[config.mk]
export PLATFORM = sky130hd
export DESIGN_NAME = note_duration_timer
export DESIGN_NICKNAME = d
export VERILOG_FILES = /design/src/rtl/note_duration_timer_pkg.sv /design/src/rtl/note_duration_timer_channel.sv /design/src/rtl/note_duration_timer.sv
export SDC_FILE = /design/constraint.sdc
export NUM_CORES = 1
export LEC_CHECK = 0
export CAP_MARGIN = 0
export CORE_ASPECT_RATIO = 1.4
export CORE_UTILIZATION = 45
export DETAILED_ROUTE_END_ITERATION = 8
export DONT_BUFFER_PORTS = 1
export SLEW_MARGIN = 20
export SYNTH_ARGS = -nofsm -noshare
export SYNTH_HDL_FRONTEND = slang
export SYNTH_SLANG_ARGS = --single-unit
export TNS_END_PERCENT = 1
[constraint.sdc]
create_clock -name clk -period 5.7 [get_ports clk]
set_clock_uncertainty 0.15 [all_clocks]
set_input_delay 1.425 -clock clk [delete_from_list [all_inputs] [get_ports clk]]
set_output_delay 1.425 -clock clk [all_outputs]
set_load 0.02 [all_outputs]
[src/rtl/note_duration_timer_pkg.sv]
// audio_pkg: note-length codes, durations in twelfths of a beat, and channel state type
package audio_pkg;
  localparam logic [3:0] SEMIQUAVER = 4'd1, TUPLET = 4'd2, QUAVER = 4'd3, DOTTED_QUAVER = 4'd4,
    CROTCHET = 4'd5, DOTTED_CROTCHET = 4'd6, MINIM = 4'd7, DOTTED_MINIM = 4'd8,
    SEMIBREVE = 4'd9, BREVE = 4'd10;
  localparam logic [6:0] TW_UNDEF = 7'd2, TW_SEMIQUAVER = 7'd3, TW_TUPLET = 7'd4, TW_QUAVER = 7'd6,
    TW_DOTTED_QUAVER = 7'd9, TW_CROTCHET = 7'd12, TW_DOTTED_CROTCHET = 7'd18, TW_MINIM = 7'd24,
    TW_DOTTED_MINIM = 7'd36, TW_SEMIBREVE = 7'd48, TW_BREVE = 7'd96;
  typedef enum logic {IDLE, RUN} chan_state_e;
  function automatic logic [6:0] note_twelfths(input logic [3:0] code);
    case (code)
      SEMIQUAVER:      return TW_SEMIQUAVER;
      TUPLET:          return TW_TUPLET;
      QUAVER:          return TW_QUAVER;
      DOTTED_QUAVER:   return TW_DOTTED_QUAVER;
      CROTCHET:        return TW_CROTCHET;
      DOTTED_CROTCHET: return TW_DOTTED_CROTCHET;
      MINIM:           return TW_MINIM;
      DOTTED_MINIM:    return TW_DOTTED_MINIM;
      SEMIBREVE:       return TW_SEMIBREVE;
      BREVE:           return TW_BREVE;
      default:         return TW_UNDEF;
    endcase
  endfunction
endpackage

[src/rtl/note_duration_timer_channel.sv]
// note_channel_timer: one channel's countdown, staccato gap and IDLE/RUN state
module note_channel_timer
  import audio_pkg::*;
#(
  parameter int WIDTH = 16
) (
  input  logic             clk,
  input  logic             rst,
  input  logic             tick,
  input  logic             pause,
  input  logic             start,
  input  logic [WIDTH-1:0] dur,
  input  logic             staccato,
  output logic             busy,
  output logic             gate,
  output logic             done,
  output logic [WIDTH-1:0] remaining
);
  chan_state_e state_q, state_d;
  logic [WIDTH-1:0] rem_q, rem_d, gap_q, gap_d;
  logic done_q, done_d, step, fin;
  assign step = tick && !pause && state_q == RUN;
  assign fin = step && rem_q == WIDTH'(1);
  // A start on the final tick still reports the old note's end, then reloads.
  always_comb begin
    state_d = state_q;
    rem_d = rem_q;
    gap_d = gap_q;
    done_d = fin;
    if (start) begin
      state_d = RUN;
      rem_d = dur;
      gap_d = staccato ? dur >> 2 : '0;
    end else if (step) begin
      rem_d = rem_q - WIDTH'(1);
      state_d = fin ? IDLE : RUN;
    end
  end
  always_ff @(posedge clk or posedge rst)
    if (rst) begin
      state_q <= IDLE;
      rem_q <= '0;
      gap_q <= '0;
      done_q <= 1'b0;
    end else begin
      state_q <= state_d;
      rem_q <= rem_d;
      gap_q <= gap_d;
      done_q <= done_d;
    end
  assign busy = state_q == RUN;
  assign gate = busy && rem_q > gap_q;
  assign done = done_q;
  assign remaining = rem_q;
endmodule

[src/rtl/note_duration_timer.sv]
// note_duration_timer: multi-channel note-length decoder and countdown on the BPM prescaler tick
module note_duration_timer
  import audio_pkg::*;
#(
  parameter int CHANNELS   = 2,
  parameter int WIDTH      = 16,
  parameter int BEAT_TICKS = 6000
) (
  input  logic                      clk,
  input  logic                      rst,
  input  logic                      tick,
  input  logic                      pause,
  input  logic [CHANNELS-1:0]       start,
  input  logic [4*CHANNELS-1:0]     code,
  input  logic [CHANNELS-1:0]       staccato,
  output logic [CHANNELS-1:0]       busy,
  output logic [CHANNELS-1:0]       gate,
  output logic [CHANNELS-1:0]       done,
  output logic [WIDTH*CHANNELS-1:0] remaining
);
  localparam logic [WIDTH-1:0] UNIT = WIDTH'(BEAT_TICKS / 12);
  if (BEAT_TICKS <= 0 || BEAT_TICKS % 12 != 0) begin : g_bad_beat
    $error("BEAT_TICKS must be a positive multiple of 12");
  end
  if (longint'(8) * longint'(BEAT_TICKS) >= (longint'(1) << WIDTH)) begin : g_bad_width
    $error("WIDTH cannot hold a breve of 8*BEAT_TICKS");
  end
  for (genvar c = 0; c < CHANNELS; c++) begin : g_ch
    logic [WIDTH-1:0] dur;
    assign dur = UNIT * WIDTH'(note_twelfths(code[4*c +: 4]));
    note_channel_timer #(.WIDTH(WIDTH)) u_ch (
      .clk(clk),
      .rst(rst),
      .tick(tick),
      .pause(pause),
      .start(start[c]),
      .dur(dur),
      .staccato(staccato[c]),
      .busy(busy[c]),
      .gate(gate[c]),
      .done(done[c]),
      .remaining(remaining[WIDTH*c +: WIDTH])
    );
  end
endmodule
After elaboration in Yosys (flattened, before gate mapping)
Memories as Yosys holds them, arrays and structs flattened.
Cells that the tools add are included.
Operators by class
  add/sub/neg operators: 2
  $mul: 2
  div/mod/pow operators: 0
  order comparisons: 2
  eq/ne operators: 2
  shift-type cells: 0
  multiplexer cells: 12
  bitwise logic cells: 0
  reduce and logical (&&, ||, !) cells: 10
Operators with widths (number)
  16-bit 2-to-1 mux: 4
  16-bit by 1-bit equality test with 1-bit output, second input constant: 2
  16-bit greater-than comparator: 2
  16-bit by 1-bit subtractor with 16-bit output, second input constant: 2
  7-bit by 7-bit multiplier with 14-bit output, first input constant: 2
  14-bit 2-to-1 mux: 2
  1-bit logical AND: 7
  1-bit 2-to-1 mux: 6
  2-bit nonzero test: 2
  1-bit logical NOT: 1
Word-level totals
  register bits: 68
  latch bits: 0
  RAM bits: 0
  memory bits (read-only): 224
  logic and storage cells: 40
  memories kept: 2
Memory list
  (name not given): depth 16, bits a word 7, rd ports 1, clocked after Yosys merged registers in 0, write ports 0, RTL line note_duration_timer_pkg.sv:11  | case (code)
  (name not given): depth 16, bits a word 7, rd ports 1, clocked after Yosys merged registers in 0, write ports 0, RTL line note_duration_timer_pkg.sv:11

Depth between registers and ports, before layout
Gate-level depths: netlist of run 1.
  word-level depth: 7
  gate-level depth with buffers: 19
  mapped depth without buffers: 19

By module
Synthesis of run 1 repeated with hierarchy kept, for this count alone.
Unflattened totals
  cells, all modules: 664
  area total of the unflattened synthesis: 6120.9 um2
Modules (own cells, without submodules)
  note_duration_timer: times used 1, cells each 280, area each 2486.1 um2, seq. area each 0.0 um2
  note_channel_timer (g_ch[1].u_ch): times used 1, cells each 193, area each 1825.5 um2, seq. area each 800.8 um2
  note_channel_timer (g_ch[0].u_ch): times used 1, cells each 191, area each 1809.2 um2, seq. area each 800.8 um2

Worst setup path before layout of run 1
Ideal clock, no wire load.
  path kind: input port to flip-flop
  start: in code[3]
  end: reg g_ch[0].u_ch.gap_q[13]
  setup time: 0.120 ns
  arrival time: 5.285 ns
  setup slack: 0.145 ns
  stages on the path: 18
  cells stage by stage: nor2b_1 nand2_1 o21ai_0 inv_1 fa_1 inv_1 ha_1 xor2_1 fa_1 ha_1 ha_1 clkbuf_1 a21oi_1 nand2_1 a21o_1 o21ai_0 nand3_1 a41o_1
On the way
  longest elaborated chain between the ends: 3
RTL lines
  start, declared: RTL line note_duration_timer.sv:14  | input logic [4*CHANNELS-1:0] code,
  memory read 16 x 7 bit
  7-bit by 7-bit multiplier with 14-bit output: RTL line note_duration_timer.sv:30  | assign dur = UNIT * WIDTH'(note_twelfths(code[4*c +: 4]));
  14-bit 2-to-1 mux: RTL line note_duration_timer_channel.sv:33  | gap_d = staccato ? dur >> 2 : '0;
  end signal, assigned: RTL line note_duration_timer_channel.sv:48  | gap_q <= gap_d;
  end, declared: RTL line note_duration_timer_channel.sv:20  | logic [WIDTH-1:0] rem_q, rem_d, gap_q, gap_d;
Every way passes these cells.
A chain may end at the register's enable or synchronous reset.

Worst setup path after layout of run 1
  start: in code[4]
  end: reg g_ch[1].u_ch.rem_q[15]
On the way
  longest elaborated chain between the ends: 3
RTL lines
  memory read 16 x 7 bit
  7-bit by 7-bit multiplier with 14-bit output: RTL line note_duration_timer.sv:30
  16-bit 2-to-1 mux: RTL line note_duration_timer_channel.sv:30  | if (start) begin
  end signal, assigned: RTL line note_duration_timer_channel.sv:47  | rem_q <= rem_d;
  end, declared: RTL line note_duration_timer_channel.sv:20
Every way passes these cells.

==> results.cfg, run 1 <==
[sta]
fin_crit_sh_pct = 93.30
setup_viol = 0
maxSlewViolCount = 0
rsz0062_at_grt = false
maxSlewHeadroom_pct = 54.54
hold_ws_ps = 333.2
tightest_slew_ps = 681.9
min_period_ps = 5318
clock.fmax_mhz = 188.0
hold_viol = 0

[power]
p_per_area_nw_per_um2 = 367.9
total_leakage_power_uw = 0.003375
vdd_drop_max_uv = 231.7
power_uw = 2473

[hold_path]
worst_hold_path_type = flip-flop to flip-flop
min_to = g_ch[1].u_ch.gap_q[11]$_DFFE_PP0P_
hold_start = g_ch[1].u_ch.gap_q[11]$_DFFE_PP0P_
holdPathStages = 2

[logic_synthesis]
ys_seq_area_share_pct = 26.06
synth_edf_count = 0
synth-simple-area-share_pct = 14.31
synth_cell_types = 62
syn-instance-count = 668
ys_ff_latch = 64
synth.avg_cell_area_um2 = 9.200
synth-adder-area-share_pct = 28.34
async_reset_ff_share_pct = 100.0
yosys_warnings = 0
syn_area_um2 = 6146
synth_top_family_by_area = adder cells
synthMuxAreaShare_pct = 1.547
synth_xor_area_share_pct = 8.265
synth_compound_gate_area_share_pct = 14.64
synth_nets = 810
synth_top_flop_cell = dfrtp_1

[grt]
grt_pass1_wl_mm = 23.36
top_usage_layer = met2
grt_max_degree = 54
grt_antenna_before_repair = 0
grt-ovfl-total = 0
use_met2_pct = 40.45
grtUsageMet3_pct = 5.739
first_global_vias = 4917
use_met1_pct = 22.16
globalRouteTotalUtil_pct = 20.97

[die]
dieWidth_um = 100.8
io_pins = 54
coreArea_um2 = 13330
fp-row-count = 50
initial_core_util_pct = 46.12
die_h_um = 140.3
dieArea_um2 = 14140

[detailed_routing]
dr.pass1.iters = 4
drt-total-wl_mm = 13.78
vias_per_cell = 5.388
ant_nets = 0
vias = 4677
drtIter0Drc = 68
drc_errors = 0
wire_per_inst_um = 15.87

[layout]
final_area_um2 = 6721
n_antenna_cell = 0
nNetsFinal = 825
fin_cells = 868
final_util_pct = 50.44
area_delta_synth_final_pct = 9.365
n_fill_cell = 1256
multi_input_area_um2 = 4126
regArea_um2 = 1602
drive_gt1_share_pct = 8.163

[worst_setup_path]
crit_chain = nor2_1 -> mux2i_1 -> or2_2 -> nand2_1 -> ha_1 -> xor2_1 -> inv_1 -> ha_1 -> fa_1 -> inv_1 -> fa_1 -> inv_1 -> ha_1 -> a21o_1 -> a21oi_1 -> o21ai_1 -> a221oi_1 -> xor2_1 -> mux2_2
crit_path_top_delay_cell = fa_1
max_stage_delay_ps = 520
r2r_cells = 5
cp_num_buf_inv = 3
r2r_slack_ps = 3390
cp_data_arrival_time_ps = 5380
crit_required_ps = 5760
cp_max_fo = 5
r2r_start = g_ch[0].u_ch.remaining[5]$_DFFE_PP0P_
cp_top_family = adder cells
path_class = input pin to flip-flop
rr_endpoint = g_ch[0].u_ch.remaining[10]$_DFFE_PP0P_
startpoint_type = input pin
cp-end-kind = flip-flop

[job]
maxCapViolCount = 0

[clocking]
post_cts_resized = 0
clk_pin_slew_ps = 50
tritoncts = built
cts_buffer_depth = 2
root_buffer = clkbuf_16
cts_buffers = 9
ctsHoldBuffers = 0
postCtsSetupRepairBufs = 0
cts-htree-levels = 3
clk-insertion-delay-late_ps = 320
clock-sinks = 64

[place]
hpwlAfterDp_mm = 11.22
placedCellCount = 854
io_buffers = 0
gp_congestion = 0.8443
dpl_cell_area_um2 = 6445

[outcome]
outcome = finished, final reports clean
==> flip-flops by register name (all words and copies together), names as in the netlist <==
name / cells
g_ch.u_ch.busy: 2
g_ch.u_ch.done: 2
g_ch.u_ch.gap_q: 28
g_ch.u_ch.remaining: 32
==> worst min-delay path: stages (launching register included) <==
cell and delay, ps:
dfrtp_1 340, nand2_1 60, o31ai_1 50
==> worst max-delay path by stage <==
stage            start                                endpoint  slack, ps  cells after the start
2_1_floorplan  code[3]      g_ch[0].u_ch.gap_q[13]$_DFFE_PP0P_        150                     18
3_3_place_gp   code[2]      g_ch[0].u_ch.gap_q[13]$_DFFE_PP0P_         20                     17
3_5_place_dp   code[2]      g_ch[0].u_ch.gap_q[13]$_DFFE_PP0P_        -50                     17
4_1_cts        code[2]      g_ch[0].u_ch.gap_q[13]$_DFFE_PP0P_        270                     17
5_1_grt        code[2]      g_ch[0].u_ch.gap_q[13]$_DFFE_PP0P_         20                     18
6_report       code[4]  g_ch[1].u_ch.remaining[15]$_DFFE_PP0P_        380                     19
==> kinds of logic after synthesis <==
logic type                 count (synthesis)
AOI/OAI and AO/OA                        139
muxes                                      9
buffers and inverters                    105
xor gates and xnor gates                  58
and+or+nand+nor                          167
adders and majority gates                126
DFF                                       64
==> routing by layer <==
| layer | share of wire, % | routed length [um] |
|---|---|---|
| met1 | 39 | 5306 |
| met2 | 55 | 7630 |
| met3 | 4.7 | 649 |
| met4 | 1.4 | 191 |
| met5 | 0 | 0 |
==> area by class of cell <==
| type | instances | area share, % |
|---|---|---|
| multi-input combinational | 499 | 61.39 |
| sequential | 64 | 23.83 |
| inverter | 87 | 4.859 |
| clock buffer | 14 | 4.077 |
| tap | 182 | 3.388 |
| timing repair buffer | 22 | 2.457 |
==> Yosys cell counts, types with 5 or more instances <==
cell type	instances	area [um^2]
buf_4	6	45.04
nor2_1	42	157.7
xor2_1	37	324.1
nand3_1	10	50.05
o22ai_1	16	100.1
ha_1	104	1301
nor3_1	10	50.05
xnor2_1	21	183.9
fa_1	22	440.4
nand2_1	45	168.9
nor4_1	6	37.54
a211oi_1	6	45.04
mux2i_1	5	50.05
clkbuf_1	7	26.28
o21ai_0	33	165.2
dfrtp_1	64	1602
inv_1	85	319.1
nand4_1	11	68.82
nor2b_1	15	93.84
a21o_1	16	120.1
a21oi_1	24	120.1
o21a_1	9	67.56
==> power breakdown <==
part	total (uW)	switching, uW	internal [uW]
Combinational	1150	629	518
Clock	504	179	325
Sequential	821	256	566
Total	2470	1060	1410
==> metrics by stage <==
| stage | worst slack [ps] | setup TNS [ps] |
|---|---|---|
| floorplan | 145.0 | 0 |
| global placement | 17.07 | 0 |
| detailed placement | -47.71 | -72.40 |
| CTS | 266.6 | 0 |
| global route | 20.05 | 0 |
| finish | 381.7 | 0 |
==> layout by cell type, fill, tap and decap left out, drive strengths merged, types with 4 or more instances in the layout <==
master / Yosys / routed
o21ai: 36 / 36
o21a: 9 / 9
nor2: 42 / 42
fa: 22 / 22
xor2: 37 / 37
mux2: 4 / 4
or2: 4 / 4
mux2i: 5 / 5
nor3: 13 / 13
nand4: 11 / 11
nand3: 10 / 10
nor4: 8 / 8
xnor2: 21 / 21
ha: 104 / 104
a21oi: 25 / 25
buf: 10 / 22
inv: 85 / 85
o31ai: 4 / 4
nor2b: 15 / 15
dfrtp: 64 / 64
clkbuf: 8 / 14
nand2: 45 / 45
a211oi: 6 / 6
a31oi: 4 / 4
a21o: 16 / 16
o22ai: 16 / 16
Note: power is estimated with default switching activity, not from simulation.
==> run 2, diff against run 1 <==
--- a/config.mk
+++ b/config.mk
@@ -8,6 +8,7 @@
 export CAP_MARGIN = 0
 export CORE_ASPECT_RATIO = 1.4
 export CORE_UTILIZATION = 45
+export CTS_BUF_LIST = sky130_fd_sc_hd__clkbuf_4 sky130_fd_sc_hd__clkbuf_8
 export DETAILED_ROUTE_END_ITERATION = 8
 export DONT_BUFFER_PORTS = 1
 export SLEW_MARGIN = 20
==> results.cfg, run 2 (synthesis results as in run 1) <==
[worst_setup_path]
path_class = input pin to flip-flop
max_stage_delay_ps = 520
r2r_cells = 5
crit_path_top_delay_cell = fa_1
cp-end-kind = flip-flop
cp_data_arrival_time_ps = 5370
crit_chain = nor2_1 -> mux2i_1 -> or2_2 -> nand2_1 -> ha_1 -> xor2_1 -> inv_1 -> ha_1 -> fa_1 -> inv_1 -> fa_1 -> inv_1 -> ha_1 -> a21o_1 -> a21oi_1 -> o21ai_1 -> a221oi_1 -> xor2_1 -> mux2_2
startpoint_type = input pin
cp_max_fo = 5
crit_required_ps = 5780

[grt]
grt_max_degree = 54
grt_pass1_wl_mm = 23.30
first_global_vias = 4929
globalRouteTotalUtil_pct = 21.04
grt-ovfl-total = 0
grt_antenna_before_repair = 0

[layout]
regArea_um2 = 1602
largest_reg_flops = 32
final_common_cell = ha_1
final_util_pct = 49.74
nNetsFinal = 825
drive_gt1_share_pct = 8.455
multi_input_area_um2 = 4126
area_delta_synth_final_pct = 7.838
final_cell_mix = ha_1, inv_1, dfrtp_1
n_antenna_cell = 0
n_fill_cell = 1268

[die]
die_h_um = 140.3
initial_core_util_pct = 46.12
dieWidth_um = 100.8
dieArea_um2 = 14140
fp-row-count = 50
io_pins = 54
coreArea_um2 = 13330

[power]
vdd_drop_max_uv = 213.1
p_per_area_nw_per_um2 = 352.4
total_leakage_power_uw = 0.003336

[sta]
rsz0062_at_grt = false
fin_crit_sh_pct = 92.83
setup_viol = 0
maxSlewHeadroom_pct = 54.31
tightest_slew_ps = 685.4
clock.fmax_mhz = 189.0
min_period_ps = 5291
hold_viol = 0
setup_tns_ps = 0
fin_ws_ps = 409.0
maxSlewViolCount = 0

[clocking]
cts_buffer_depth = 2
clock-sinks = 64
tritoncts = built
cts-htree-levels = 3
cts_buffers = 9
ctsHoldBuffers = 0
clk_pin_slew_ps = 60
clk-insertion-delay-late_ps = 340
root_buffer = clkbuf_8

[place]
dp_slack_ps = -47.71
hpwlAfterDp_mm = 11.22
gp_congestion = 0.8443
io_buffers = 0

[detailed_routing]
vias_per_cell = 5.412
drt-total-wl_mm = 13.81
ant_nets = 0
vias = 4698
dr.pass1.iters = 4
drc_errors = 0
drtIter0Drc = 92
wire_per_inst_um = 15.91

[job]
maxCapViolCount = 0

[outcome]
outcome = finished, final reports clean

[hold_path]
worst_hold_path_type = flip-flop to flip-flop
holdPathStages = 2
run 2: area by class of cell:
cell class / instances / share of cell area (%)
Clock buffer: 14 / 2.719
Inverter: 87 / 4.927
Timing Repair Buffer: 22 / 2.492
Multi-Input combinational cell: 499 / 62.26
Tap cell: 182 / 3.436
Sequential cell: 64 / 24.16
run 2: routing by layer:
metal	track usage, %	share of wire [%]	vias up
met3	4.691	4.6	20
met5	0	0	-
met4	6.865	2.0	0
met2	40.56	55	93
met1	21.97	38	2257
li1	-	-	2328
run 2: timing repair:
action,4_1_cts,5_1_grt
resized for setup,0,2
setup buffers,0,0
setup endpoints to repair,0,1
run 2: worst paths after layout:
| check | slack, ps | from | endpoint |
|---|---|---|---|
| max in group asynchronous | 3710 | rst | g_ch[1].u_ch.gap_q[6]$_DFFE_PP0P_ |
| min in group asynchronous | 740 | rst | g_ch[0].u_ch.remaining[1]$_DFFE_PP0P_ |
| hold reg to reg | 340 | g_ch[1].u_ch.gap_q[11]$_DFFE_PP0P_ | g_ch[1].u_ch.gap_q[11]$_DFFE_PP0P_ |
| hold / removal | 340 | g_ch[1].u_ch.gap_q[11]$_DFFE_PP0P_ | g_ch[1].u_ch.gap_q[11]$_DFFE_PP0P_ |
| setup reg to reg | 3400 | g_ch[0].u_ch.remaining[5]$_DFFE_PP0P_ | g_ch[0].u_ch.remaining[10]$_DFFE_PP0P_ |
| setup / recovery | 410 | code[4] | g_ch[1].u_ch.remaining[15]$_DFFE_PP0P_ |
run 2: worst max-delay path: cells and delay by family:
kind,cells,cell delay (ps)
muxes,2,370
AOI/OAI and AO/OA,4,770
buffers and inverters,3,160
xor gates and xnor gates,2,360
adders and majority gates,5,1800
and+or+nand+nor,3,470
run 2: metrics by stage:
step	area (um^2)	hold WS (ps)	total power (uW)	std cells
final	6628	338.3	2336	868
after global routing	6628	365.5	2558	868
after CTS	6625	335.6	2358	868
after detailed placement	6445	319.6	1984	854
after global placement	6445	320.8	1953	854
after floorplan	6146	301.7	1677	668
run 2: power breakdown:
part | total (uW) | switching (uW) | internal (uW)
sequential | 821 | 256 | 565
clock | 363 | 165 | 199
combinational | 1150 | 632 | 519
